==> config.mk <==
export PLATFORM = sky130hd
export DESIGN_NAME = fwd_hazard_ctrl_flat
export DESIGN_NICKNAME = d
export VERILOG_FILES = /design/src/rtl/fwd_hazard_ctrl_if.sv /design/src/rtl/fwd_hazard_ctrl.sv /design/src/flat_wrapper.sv
export SDC_FILE = /design/constraint.sdc
export NUM_CORES = 1
export LEC_CHECK = 0
export CORE_UTILIZATION = 28
export CTS_BUF_LIST = sky130_fd_sc_hd__clkbuf_8 sky130_fd_sc_hd__clkbuf_16
export DETAILED_ROUTE_END_ITERATION = 16
export PLACE_DENSITY_LB_ADDON = 0.2
export SLEW_MARGIN = 25
export SYNTH_ARGS = -nofsm -noshare
export SYNTH_HDL_FRONTEND = slang
export SYNTH_SLANG_ARGS = --single-unit
==> constraint.sdc <==
create_clock -name clk -period 1.9 [get_ports clk]
set_input_delay 0.38 -clock clk [delete_from_list [all_inputs] [get_ports clk]]
set_output_delay 0.38 -clock clk [all_outputs]
set_load 0.05 [all_outputs]
==> src/rtl/fwd_hazard_ctrl_if.sv <==
// rtl/fwd_hazard_ctrl_if.sv - ID-stage fields in, forwarding/stall controls out
interface fwd_hazard_ctrl_if #(parameter int CNT_W = 16);
  logic [4:0]       id_rs;
  logic [4:0]       id_rt;
  logic             id_use_rs;
  logic             id_use_rt;
  logic [4:0]       id_dest;
  logic             id_reg_write;
  logic             id_mem_read;
  logic             branch_flush;
  logic [1:0]       ForwardA;
  logic [1:0]       ForwardB;
  logic             stall;
  logic             id_ex_bubble;
  logic [CNT_W-1:0] stall_count;

  modport master (
    output id_rs, id_rt, id_use_rs, id_use_rt, id_dest, id_reg_write, id_mem_read, branch_flush,
    input  ForwardA, ForwardB, stall, id_ex_bubble, stall_count
  );

  modport slave (
    input  id_rs, id_rt, id_use_rs, id_use_rt, id_dest, id_reg_write, id_mem_read, branch_flush,
    output ForwardA, ForwardB, stall, id_ex_bubble, stall_count
  );
endinterface

==> src/rtl/fwd_hazard_ctrl.sv <==
// rtl/fwd_hazard_ctrl.sv - MIPS forwarding selects and load-use/RAW stall control
// Optional feature macro: FWD_HAZARD_FORWARDING_EN (undefined: stall on every RAW, no forwarding)
module fwd_hazard_ctrl #(
  parameter int CNT_W = 16
) (
  input  logic              clk,
  input  logic              rst,
  fwd_hazard_ctrl_if.slave  bus
);

`ifdef FWD_HAZARD_FORWARDING_EN
  localparam bit FWD_EN = 1'b1;
`else
  localparam bit FWD_EN = 1'b0;
`endif

  logic [4:0]       ex_dest, mem_dest;
  logic             ex_rw, ex_mr, mem_rw;
  logic [1:0]       fa_q, fb_q, fa_next, fb_next;
  logic [CNT_W-1:0] cnt_q;
  logic             rs_ex, rt_ex, rs_mem, rt_mem;
  logic             hazard, stall, bubble;

  function automatic logic hit(input logic used, input logic [4:0] r,
                               input logic rw, input logic [4:0] dest);
    return used && (r != 5'd0) && rw && (dest == r);
  endfunction

  always_comb begin
    rs_ex  = hit(bus.id_use_rs, bus.id_rs, ex_rw, ex_dest);
    rt_ex  = hit(bus.id_use_rt, bus.id_rt, ex_rw, ex_dest);
    rs_mem = hit(bus.id_use_rs, bus.id_rs, mem_rw, mem_dest);
    rt_mem = hit(bus.id_use_rt, bus.id_rt, mem_rw, mem_dest);
    // Without forwarding any in-flight producer blocks the consumer until it reaches WB.
    hazard = FWD_EN ? (ex_mr && (rs_ex || rt_ex))
                    : (rs_ex || rt_ex || rs_mem || rt_mem);
    stall  = hazard && !bus.branch_flush;
    bubble = stall || bus.branch_flush;
    fa_next = rs_ex ? 2'b10 : (rs_mem ? 2'b01 : 2'b00);
    fb_next = rt_ex ? 2'b10 : (rt_mem ? 2'b01 : 2'b00);
  end

  always_ff @(posedge clk or posedge rst) begin
    if (rst) begin
      ex_dest  <= 5'd0;
      ex_rw    <= 1'b0;
      ex_mr    <= 1'b0;
      mem_dest <= 5'd0;
      mem_rw   <= 1'b0;
      fa_q     <= 2'b00;
      fb_q     <= 2'b00;
      cnt_q    <= '0;
    end else begin
      mem_dest <= ex_dest;
      mem_rw   <= ex_rw;
      if (bubble) begin
        ex_dest <= 5'd0;
        ex_rw   <= 1'b0;
        ex_mr   <= 1'b0;
        fa_q    <= 2'b00;
        fb_q    <= 2'b00;
      end else begin
        ex_dest <= bus.id_dest;
        ex_rw   <= bus.id_reg_write;
        ex_mr   <= bus.id_mem_read;
        fa_q    <= fa_next;
        fb_q    <= fb_next;
      end
      if (stall && (cnt_q != {CNT_W{1'b1}}))
        cnt_q <= cnt_q + CNT_W'(1);
    end
  end

  assign bus.ForwardA     = FWD_EN ? fa_q : 2'b00;
  assign bus.ForwardB     = FWD_EN ? fb_q : 2'b00;
  assign bus.stall        = stall;
  assign bus.id_ex_bubble = bubble;
  assign bus.stall_count  = cnt_q;

endmodule

==> src/flat_wrapper.sv <==
// flat-port wrapper written by rule: the top's interface ports become plain ports
module fwd_hazard_ctrl_flat 
#(
  parameter int CNT_W = 16
)
  (clk, rst, bus_id_rs, bus_id_rt, bus_id_use_rs, bus_id_use_rt, bus_id_dest, bus_id_reg_write, bus_id_mem_read, bus_branch_flush, bus_ForwardA, bus_ForwardB, bus_stall, bus_id_ex_bubble, bus_stall_count);
  fwd_hazard_ctrl_if #(.CNT_W(CNT_W)) bus_i ();
  input  logic clk;
  input  logic rst;
  input wire logic [$bits(bus_i.id_rs)-1:0] bus_id_rs;
  input wire logic [$bits(bus_i.id_rt)-1:0] bus_id_rt;
  input wire logic [$bits(bus_i.id_use_rs)-1:0] bus_id_use_rs;
  input wire logic [$bits(bus_i.id_use_rt)-1:0] bus_id_use_rt;
  input wire logic [$bits(bus_i.id_dest)-1:0] bus_id_dest;
  input wire logic [$bits(bus_i.id_reg_write)-1:0] bus_id_reg_write;
  input wire logic [$bits(bus_i.id_mem_read)-1:0] bus_id_mem_read;
  input wire logic [$bits(bus_i.branch_flush)-1:0] bus_branch_flush;
  output wire logic [$bits(bus_i.ForwardA)-1:0] bus_ForwardA;
  output wire logic [$bits(bus_i.ForwardB)-1:0] bus_ForwardB;
  output wire logic [$bits(bus_i.stall)-1:0] bus_stall;
  output wire logic [$bits(bus_i.id_ex_bubble)-1:0] bus_id_ex_bubble;
  output wire logic [$bits(bus_i.stall_count)-1:0] bus_stall_count;
  assign bus_i.id_rs = bus_id_rs;
  assign bus_i.id_rt = bus_id_rt;
  assign bus_i.id_use_rs = bus_id_use_rs;
  assign bus_i.id_use_rt = bus_id_use_rt;
  assign bus_i.id_dest = bus_id_dest;
  assign bus_i.id_reg_write = bus_id_reg_write;
  assign bus_i.id_mem_read = bus_id_mem_read;
  assign bus_i.branch_flush = bus_branch_flush;
  assign bus_ForwardA = bus_i.ForwardA;
  assign bus_ForwardB = bus_i.ForwardB;
  assign bus_stall = bus_i.stall;
  assign bus_id_ex_bubble = bus_i.id_ex_bubble;
  assign bus_stall_count = bus_i.stall_count;
  fwd_hazard_ctrl #(.CNT_W(CNT_W)) u_core (.clk(clk), .rst(rst), .bus(bus_i));
endmodule
* Word-level counts from Yosys, hierarchy flattened *
Index checks and enable logic that the tools add are counted.

operators by class
  add/subtract/negate cells = 1
  equal/unequal tests = 5
  muxes and demuxes = 2
  reductions and logical operators = 19

operators by type and width
  cell                   number
  $eq 5x5->1             4
  $add 16x1->16 const B  1
  $ne 16x16->1 const B   1
  $logic_and 1x1->1      12
  $reduce_bool 5->1      2
  $mux 5                 1
  $logic_or 1x1->1       4
  $logic_not 1->1        1
  $mux 1                 1

storage, ports and cells
  register bits = 28
  input bits = 22
  output and inout port bits = 22
  logic and storage cells = 32

* Depth between registers and ports, before layout *
Gate-level depths: netlist of the first run.

  word-level depth = 10
  gate-level depth with buffers = 9
  gate-level depth less buffers = 7

* Worst setup path after synthesis of the first run *
OpenSTA, ideal clock, no wires.

  kind = register to register
  from = register u_core.cnt_q[3] (netlist: u_core.bus.stall_count[3])
  to = register u_core.cnt_q[7] (netlist: u_core.bus.stall_count[7])
  library setup time = 142 ps
  data arrival time = 2,083 ps
  data required time = 1,758 ps
  slack = -325 ps
  stages on the path, launching flop included = 10
  path buffers = 2
  clock period less this slack = 2,225 ps
  cells stage by stage = dfrtp_1 > and3_1 > buf_2 > and3_1 > and3_1 > nand3_2 > and4_1 > buf_2 > nand4_1 > xnor2_1

between the ends
  longest elaborated chain between the ends = 2
  elaborated cells between the ends (all ways) = 3
  those cells by class = 1 x add/sub; 1 x eq/ne; 1 x reduce/logical

ends and longest elaborated chain
  element                                                                RTL line               source
  start, declared                                                        fwd_hazard_ctrl.sv:20  logic [CNT_W-1:0] cnt_q;
  start signal, assigned                                                 fwd_hazard_ctrl.sv:70  cnt_q <= cnt_q + CNT_W'(1);
  parallel branches: the longest is 2 deep, another holds $add 16x1->16  n/a

Parallel ways; which one is timed is not known.
A chain may end at the register's enable or synchronous reset.

* Worst setup path in the final report of the first run *
  from = input port bus_id_rs[4]
  to = output port bus_id_ex_bubble

between the ends
  longest elaborated chain between the ends = 9
  elaborated cells between the ends (all ways) = 13
  those cells by class = 2 x eq/ne; 11 x reduce/logical

ends and longest elaborated chain
  element                             RTL line               source
  start, declared                     flat_wrapper.sv:10     input wire logic [$bits(bus_i.id_rs)-1:0] bus_id_rs;
  $reduce_bool 5->1                   fwd_hazard_ctrl.sv:26  return used && (r != 5'd0) && rw && (dest == r);
  $logic_and 1x1->1 (3 in series)     fwd_hazard_ctrl.sv:26
  $logic_or 1x1->1                    n/a
  $logic_or 1x1->1 (*) (2 in series)  fwd_hazard_ctrl.sv:36  : (rs_ex || rt_ex || rs_mem || rt_mem);
  $logic_and 1x1->1 (*)               fwd_hazard_ctrl.sv:37  stall = hazard && !bus.branch_flush;
  $logic_or 1x1->1 (*)                fwd_hazard_ctrl.sv:38  bubble = stall || bus.branch_flush;
  end, declared                       flat_wrapper.sv:21     output wire logic [$bits(bus_i.id_ex_bubble)-1:0] bus_id_ex_bubble;

Mark *: on every way between the ends. The rest lies on a longest branch, timed or not.

==> results of run 1 <==
## layout make-up
cell class                 count  area [um2]  share of cell area (%)
timing repair buffer          69         579                    25.7
multi-input combinational     93         806                    35.8
inverter                       7        26.3                    1.17
sequential                    28         712                    31.6
clock buffer                   3        41.3                    1.83
tap                           67        83.8                    3.72
clock inverter                 1        3.75                   0.167
## per-layer routing
| layer | global-route usage (%) | routed length [um] |
|---|---|---|
| met5 | 0 | 0 |
| met4 | 3.27 | 19 |
| met3 | 2.76 | 187 |
| met2 | 26.4 | 1950 |
| met1 | 17.5 | 1560 |
## synthesized netlist by cell type, drive strengths merged
| cell type | n | share of area [%] |
|---|---|---|
| a21oi | 1 | 0.62 |
| and2 | 2 | 1.1 |
| and3 | 9 | 4.0 |
| and4 | 3 | 1.9 |
| buf | 7 | 3.2 |
| conb | 1 | 0.26 |
| dfrtp | 28 | 49 |
| ha | 1 | 0.88 |
| inv | 7 | 1.9 |
| mux2 | 1 | 1.1 |
| nand2 | 3 | 0.79 |
| nand3 | 10 | 3.9 |
| nand3b | 1 | 0.53 |
| nand4 | 7 | 3.1 |
| nor2 | 6 | 1.6 |
| nor4 | 4 | 1.8 |
| o21ai | 4 | 1.4 |
| or4 | 2 | 1.1 |
| xnor2 | 26 | 16 |
| xor2 | 9 | 5.6 |
## stage by stage
stage	hold slack [ns]	setup TNS [ns]	std cells	instance area, um2	setup slack [ns]
6_report	0.420	-4.38	268	2250	-0.358
5_1_grt	0.437	-6.19	268	2250	-0.427
4_1_cts	0.403	-2.38	267	2170	-0.321
3_5_place_dp	0.380	-13.44	260	2050	-0.696
3_3_place_gp	0.364	-13.16	260	2050	-0.708
2_1_floorplan	0.351	-2.24	135	1470	-0.286
## worst max-delay path: cells and delay by family
family	cells	cell delay, ns
buffers and inverters	2	0.42
AO/OA/AOI/OAI	2	0.40
AND/OR/NAND/NOR	3	0.68
## what timing repair did
action                     CTS  global route
setup buffers                2             1
pin swaps                   23             7
setup endpoints to repair   24            18
resized for setup           54            11
gates cloned                 1             0
hold buffers                 0             0
## power by group through the flow
| stage | registers, W | logic [W] | clock network, W |
|---|---|---|---|
| 2_1_floorplan | 0.000703 | 0.000105 | 0 |
| 3_3_place_gp | 0.000656 | 0.000276 | 0 |
| 3_5_place_dp | 0.000657 | 0.000278 | 0 |
| 4_1_cts | 0.000645 | 0.000287 | 0.000331 |
| 5_1_grt | 0.000649 | 0.000318 | 0.000354 |
| 6_report | 0.000646 | 0.000299 | 0.000327 |
## sequential cells by signal (all words and copies together), names as in the netlist
name / cells
u_core.mem_rw: 1
u_core.ex_rw: 1
u_core.ex_dest: 5
u_core.mem_dest: 5
u_core.bus.stall_count: 16
## final timing paths
kind | startpoint | endpoint | slack (ns) | cells after the start
worst min-delay path | u_core.ex_rw | u_core.mem_rw | 0.42 | 0
max in group asynchronous | rst | u_core.bus.stall_count[9] | 1.14 | 3
worst max register to register | u_core.mem_dest[3] | u_core.bus.stall_count[1] | -0.33 | 9
worst min register to register | u_core.ex_rw | u_core.mem_rw | 0.42 | 0
worst max-delay path | bus_id_rs[4] | bus_id_ex_bubble | -0.36 | 7
min in group asynchronous | rst | u_core.bus.stall_count[5] | 0.47 | 3
## logic make-up after synthesis
kind of cell / synth area share [%]
and+or+nand+nor: 19.6
xor gates and xnor gates: 21.6
DFF: 49.5
buffers and inverters: 5.04
AOI/OAI and AO/OA: 2.03
adders and majority gates: 0.883
other: 0.265
muxes: 1.06
==> impl_metrics.py, run 1 <==
metrics = {
    "pwr": {
        "finalPower_w": 0.00127,
        "power_density_mw_per_mm2": 565,
        "pwr-share-clk_pct": 25.7,
        "power.internal_w": 0.000902,
        "p_seq_share_pct": 50.8,
        "cellLeakagePower_nw": 1.05,
        "vdd_ir_drop_max_v": 0.000324,
        "p_sw_w": 0.000371,
        "swShare_pct": 29.1,
        "power_frac_comb_pct": 23.5,
    },
    "job": {
        "drv_cap": 0,
    },
    "floorplanning": {
        "coreArea_mm2": 0.00479,
        "die_h_um": 73.1,
        "die_area_mm2": 0.00535,
        "fp.dieW_um": 73.1,
        "start_util_pct": 29.6,
        "rows": 25,
        "num_io_pins": 44,
    },
    "yosys": {
        "netlist_instances": 132,
        "synth_cell_types": 23,
        "yosysWarnings": 0,
        "ys_seq_elements": 28,
        "syn_area_per_cell_um2": 10.7,
        "synth.cell_area_mm2": 0.00142,
        "yosysSeqAreaShare_pct": 49.5,
    },
    "final_layout": {
        "fill_cells": 450,
        "layout-drive-gt1-share_pct": 46.8,
        "fin_nets": 225,
        "final_common_cell": "buf_4",
        "layout_common_cells": "buf_4, xnor2_1, dfrtp_1",
        "n_antenna_cell": 0,
        "area_growth_pct": 59.0,
        "fin_util_pct": 47.1,
    },
    "global_route": {
        "grt_pass1_vias": 1255,
        "grtUsageTotal_pct": 14.5,
        "grt_antenna_before_repair": 0,
        "overflow": 0,
        "grt_max_degree": 29,
        "grt_pass1_wl_um": 5930,
    },
    "worst_setup_path": {
        "end_kind": "primary output",
        "required_ns": 1.52,
        "slowest_stage": "or4_4",
        "cpPeakStageDelay_ns": 0.43,
        "crit_path_max_fanout": 3,
        "path_cells": "clkdlybuf4s15_2, or4_4, o21ai_2, nor4_2, o21ai_1, nand3b_1, buf_6",
        "cp.arrival_ns": 1.88,
        "start_kind": "primary input",
        "worst-setup-path-type": "in2out",
    },
    "timing": {
        "slew_viol_final": 0,
        "timing.final.crit_share_pct": 119,
        "hold_violations": 0,
        "period_needed_ns": 2.26,
        "setup_viol": 18,
        "rsz0062_at_grt": "true",
        "finalClockSkew_ns": 0.00290,
        "fmax_ghz": 0.443,
        "finalWorstSetupSlack_ns": -0.358,
    },
    "cts": {
        "h-tree-depth": 1,
        "clock-sinks": 28,
        "numCtsBuffers": 3,
        "ctsLongestPathBuffers": 2,
        "cts_tree": "done",
        "clk_latency_ns": 0.27,
        "clock-root-buffer": "clkbuf_8",
        "path_clk_slew_ns": 0.09,
    },
    "detailed_routing": {
        "drtPass1Iterations": 4,
        "drc": 0,
        "drt-wirelength-per-cell_um": 13.9,
        "viasPerCell": 4.46,
        "vias": 1195,
        "first_iter_violations": 16,
        "wl_um": 3720,
        "antenna_left": 0,
    },
    "place": {
        "dp_hpwl_um": 2660,
        "io_buffer_count": 38,
        "gp_congestion": 0.847,
    },
    "hold_path": {
        "hold_class": "reg2reg",
    },
    "run_status": {
        "violations": "setup timing",
        "status": "finished, violations left",
    },
}
Note: power is estimated with default switching activity, not from simulation.
==> run 2, diff against run 1 <==
Settings changed: CORE_UTILIZATION 28 to 31, DONT_BUFFER_PORTS set to 1.
==> run 2 against run 1 <==
Against the previous run: the run still ends with setup timing left; combinational power decreased by 26%; clock-buffer cell count rose by 1; critical path type is now reg2out; die area fell by 9.4%; hold slack lost 0.37 ns; critical path depth shrank 1; register-to-register slack better by 0.15 ns; non-clock buffer count decreased by 38; highest routed layer unchanged; first-iteration DRC count rose to 3.1 times the previous value; largest power group unchanged; via count is 12% lower; critical endpoint is now bus_stall; power is 3.0% lower; wire length is 16% lower.
==> impl_metrics.py, run 2 (synthesis gave the netlist of run 1 again) <==
metrics = {
    "place": {
        "place_area_mm2": 0.00170,
        "gp_congestion": 0.880,
        "dp_hpwl_um": 2400,
        "io_buffer_count": 0,
    },
    "cts": {
        "cts_hold_buf": 0,
        "clock-root-buffer": "clkbuf_8",
        "cts_tree": "done",
        "clock-sinks": 28,
        "ctsLongestPathBuffers": 2,
        "numCtsBuffers": 3,
        "path_clk_slew_ns": 0.10,
        "clk_latency_ns": 0.27,
        "h-tree-depth": 1,
    },
    "global_route": {
        "grt_pass1_wl_um": 5540,
        "grt_max_degree": 29,
        "grt_pass1_vias": 1175,
        "grt_antenna_before_repair": 0,
        "grtUsageTotal_pct": 14.3,
        "overflow": 0,
    },
    "pwr": {
        "power.internal_w": 0.000888,
        "power_density_mw_per_mm2": 658,
        "swShare_pct": 28.1,
        "power_frac_comb_pct": 17.9,
        "p_sw_w": 0.000347,
        "vdd_ir_drop_max_v": 0.000226,
        "pwr-share-clk_pct": 29.7,
        "cellLeakagePower_nw": 0.842,
        "p_seq_share_pct": 52.4,
    },
    "timing": {
        "finalWorstSetupSlack_ns": -0.203,
        "period_needed_ns": 2.10,
        "slew_viol_final": 0,
        "hold_violations": 0,
        "setup_viol": 18,
        "fin_setup_tns_ns": -1.67,
        "rsz0062_at_grt": "true",
        "timing.final.crit_share_pct": 111,
        "finalClockSkew_ns": 0.0107,
        "fmax_ghz": 0.476,
    },
    "final_layout": {
        "fill_cells": 423,
        "multiInputGateArea_um2": 757,
        "fin_nets": 187,
        "area_growth_pct": 32.4,
        "final_common_cell": "buf_4",
        "layout-drive-gt1-share_pct": 38.0,
        "layout_common_cells": "buf_4, xnor2_1, dfrtp_1",
        "finalInstanceArea_mm2": 0.00188,
        "seq_area_um2": 712,
        "n_antenna_cell": 0,
        "largest_reg_flops": 16,
    },
    "detailed_routing": {
        "vias": 1049,
        "first_iter_violations": 50,
        "viasPerCell": 4.88,
        "antenna_left": 0,
        "drt-wirelength-per-cell_um": 14.6,
        "drc": 0,
        "wl_um": 3130,
        "drtPass1Iterations": 2,
    },
    "job": {
        "drv_cap": 0,
    },
    "worst_setup_path": {
        "end_kind": "primary output",
        "r2r_end": "u_core.bus.stall_count[1]",
        "worst-setup-path-type": "reg2out",
        "crit_path_end": "bus_stall",
        "r2r-start": "u_core.ex_dest[1]",
        "crit_path_max_fanout": 3,
        "startpoint": "u_core.ex_dest[1]",
        "required_ns": 1.52,
        "cp.arrival_ns": 1.72,
        "r2r_setup_slack_ns": -0.18,
        "r2r_cells": 9,
        "start_kind": "register",
    },
    "floorplanning": {
        "fp.dieW_um": 69.6,
        "start_util_pct": 32.3,
        "num_io_pins": 44,
        "die_area_mm2": 0.00484,
        "rows": 24,
        "die_h_um": 69.6,
        "coreArea_mm2": 0.00438,
    },
    "run_status": {
        "violations": "setup timing",
        "status": "finished, violations left",
    },
    "hold_path": {
        "hold_class": "in2async",
    },
}
## run 2: stage by stage
stage / hold slack (ns) / instances / utilization, % / power, W / setup slack, ns
finish: 0.0450 / 215 / 42.8 / 0.00123 / -0.203
global route: 0.0711 / 215 / 42.8 / 0.00130 / -0.265
floorplan: 0.351 / 135 / - / 0.000808 / -0.286
detailed placement: 0.369 / 208 / 38.8 / 0.000858 / -0.192
global placement: 0.359 / 208 / 38.8 / 0.000850 / -0.222
CTS: 0.0627 / 213 / 41.0 / 0.00124 / -0.210
## run 2: layout make-up
type	instances	share of cell area, %
sequential	28	38.0
tap	52	3.47
inverter	7	1.40
clock buffer	4	2.94
timing repair buffer	31	13.9
multi-input combinational	93	40.4
## run 2: how the worst min path moves through the flow
stage / slack [ns] / end
floorplan: 0.35 / u_core.mem_rw
global placement: 0.36 / u_core.bus.stall_count[2]
detailed placement: 0.37 / u_core.bus.stall_count[4]
CTS: 0.06 / u_core.bus.stall_count[2]
global route: 0.07 / u_core.bus.stall_count[2]
finish: 0.05 / u_core.bus.stall_count[2]
## run 2: critical path: stages, from the launching register on
cell and delay (ns):
dfrtp_1 0.43, xnor2_1 0.19, nand3_1 0.13, nor4_2 0.20
o21ai_2 0.12, a21oi_4 0.22, buf_12 0.16
## run 2: repair_timing
action | in CTS | in global routing
endpoints found under the setup margin | 18 | 18
resized for setup | 7 | 12
hold endpoints to repair | 0 | 0
buffers inserted | 1 | 2
pin swaps | 6 | 7
## run 2: per-layer routing
metal	part of all wire, %	track usage [%]	wire [um]
met5	0	0	0
met4	0.77	5.44	24
met3	6.3	3.78	199
met2	52	23.7	1620
met1	41	17.8	1290
## run 2: power by group through the flow
stage                     Combinational (W)  Sequential, W  Clock [W]
after CTS                          0.000208       0.000646   0.000381
after global routing               0.000240       0.000651   0.000408
final                              0.000221       0.000646   0.000367
after floorplan                    0.000105       0.000703          0
after detailed placement           0.000201       0.000657          0
after global placement             0.000194       0.000655          0
==> run 3, diff against run 2 <==
Settings changed: PLACE_DENSITY_LB_ADDON 0.2 to unset.
==> run 3 against run 2 <==
Against the previous run: the run still ends with setup timing left; clock skew shrank 0.0084 ns; power increased by 7.0%; cell count up 0.93%; hold slack better by 0.0035 ns; fmax is 1.0% higher; combinational power is 5% lower; sequential cell count is the same; die area stayed put; final area grew 1.5%; sequential share of layout area down 0.55 points; via count grew 3.6%; clock power rose by 27%.
==> impl_metrics.py, run 3 (synthesis gave the netlist of run 1 again) <==
metrics = {
    "final_layout": {
        "n_antenna_cell": 0,
        "area_growth_pct": 34.4,
        "largest_reg_flops": 16,
        "layout_common_cells": "buf_4, xnor2_1, dfrtp_1",
        "final_common_cell": "buf_4",
        "fin_nets": 189,
        "fin_util_pct": 43.4,
        "layout-drive-gt1-share_pct": 39.4,
    },
    "detailed_routing": {
        "drtPass1Iterations": 4,
        "drc": 0,
        "first_iter_violations": 21,
        "wl_um": 3230,
        "drt-wirelength-per-cell_um": 14.9,
        "viasPerCell": 5.01,
        "antenna_left": 0,
        "vias": 1087,
    },
    "timing": {
        "setup_viol": 17,
        "period_needed_ns": 2.08,
        "slew_viol_final": 0,
        "fmax_ghz": 0.480,
        "rsz0062_at_grt": "true",
        "finalWorstSetupSlack_ns": -0.182,
        "finalClockSkew_ns": 0.00227,
        "timing.final.crit_share_pct": 110,
        "hold_violations": 0,
        "hold_ws_ns": 0.0485,
    },
    "floorplanning": {
        "die_area_mm2": 0.00484,
        "die_h_um": 69.6,
        "start_util_pct": 32.3,
        "fp.dieW_um": 69.6,
        "coreArea_mm2": 0.00438,
        "rows": 24,
        "num_io_pins": 44,
    },
    "worst_setup_path": {
        "required_ns": 1.52,
        "slowest_stage": "or4_4",
        "crit_path_max_fanout": 3,
        "critical_path.top_delay_family": "simple AND/OR/NAND/NOR gates",
        "cp.arrival_ns": 1.70,
        "worst-path-buf-inv": 1,
        "cpPeakStageDelay_ns": 0.53,
        "end_kind": "primary output",
        "path_cells": "or4_4, o21ai_4, nor4_2, o21ai_2, nand3b_1, buf_6",
        "worst-setup-path-type": "in2out",
        "start_kind": "primary input",
    },
    "cts": {
        "cts_tree": "done",
        "clock-root-buffer": "clkbuf_8",
        "h-tree-depth": 1,
        "cts_hold_buf": 0,
        "path_clk_slew_ns": 0.09,
        "numCtsBuffers": 3,
        "clock-sinks": 28,
        "clk_latency_ns": 0.27,
        "ctsLongestPathBuffers": 2,
    },
    "place": {
        "dp_hpwl_um": 2470,
        "io_buffer_count": 0,
        "gp_congestion": 0.921,
    },
    "job": {
        "drv_cap": 0,
    },
    "global_route": {
        "grt_pass1_wl_um": 5470,
        "grt-busiest-layer": "met2",
        "grtUsageMet2_pct": 27.1,
        "use_met3_pct": 4.65,
        "use_met1_pct": 14.4,
        "overflow": 0,
        "grt_antenna_before_repair": 0,
        "grtUsageTotal_pct": 14.1,
        "grt_max_degree": 29,
        "grt_pass1_vias": 1244,
    },
    "pwr": {
        "vdd_ir_drop_max_v": 0.000426,
        "power_density_mw_per_mm2": 694,
        "cellLeakagePower_nw": 0.867,
    },
    "run_status": {
        "status": "finished, violations left",
        "violations": "setup timing",
    },
    "hold_path": {
        "hold_class": "in2async",
    },
}
run 3: cell types whose count changed in the layout (fill, tap and decap cells not counted), sizes merged:
cell    change
buf         +2
bufinv      +1
clkbuf      -1
run 3: layout make-up:
type	count	area, um2
repair buffers	33	268
inverters	7	26.3
clock buffers	3	41.3
flip-flops and latches	28	712
multi-input cells	93	761
clock inverters	1	30.0
fillers	415	2480
well taps	52	65.1
run 3: layer usage:
layer | vias up | wire length [um]
met1 | 534 | 1190
met4 | 0 | 29
met2 | 38 | 1780
met5 | - | 0
met3 | 5 | 225
li1 | 510 | -
run 3: worst reg2reg max path, stage by stage, from the launching register on:
cell and delay, ns:
dfrtp_1 0.43, xnor2_2 0.13, nand3_1 0.13, nor4_2 0.22, o21ai_2 0.12, a21oi_4 0.22, buf_4 0.15, buf_6 0.10
and2_4 0.14, mux2_4 0.29
run 3: final timing paths:
check	startpoint	to	slack, ns	cells past startpoint
max	bus_id_rt[0]	bus_id_ex_bubble	-0.18	6
min	rst	u_core.mem_dest[4]	0.05	2
max reg2reg	u_core.mem_dest[2]	u_core.bus.stall_count[1]	-0.12	9
min reg2reg	u_core.ex_rw	u_core.mem_rw	0.42	0
max in group asynchronous	rst	u_core.bus.stall_count[9]	1.56	2
min in group clk	bus_id_dest[2]	u_core.ex_dest[2]	0.21	2
run 3: power by group:
group          internal (W)  switching, W  total (W)
Sequential         0.000624     0.0000207   0.000645
Combinational     0.0000772      0.000133   0.000211
Clock              0.000282      0.000183   0.000465
run 3: what timing repair did:
action,4_1_cts,5_1_grt
setup buffers,2,1
endpoints found under the setup margin,18,18
pin swaps,7,9
gates resized for setup,8,9
run 3: per-stage QoR:
stage / area (um2) / TNS (ns) / total power [W] / setup slack [ns] / instances
3_5_place_dp: 1720 / -3.76 / 0.000852 / -0.279 / 210
4_1_cts: 1850 / -1.29 / 0.00133 / -0.237 / 216
6_report: 1900 / -1.27 / 0.00132 / -0.182 / 217
2_1_floorplan: 1470 / -2.24 / 0.000808 / -0.286 / 135
5_1_grt: 1900 / -3.68 / 0.00137 / -0.284 / 217
3_3_place_gp: 1720 / -1.80 / 0.000844 / -0.194 / 210
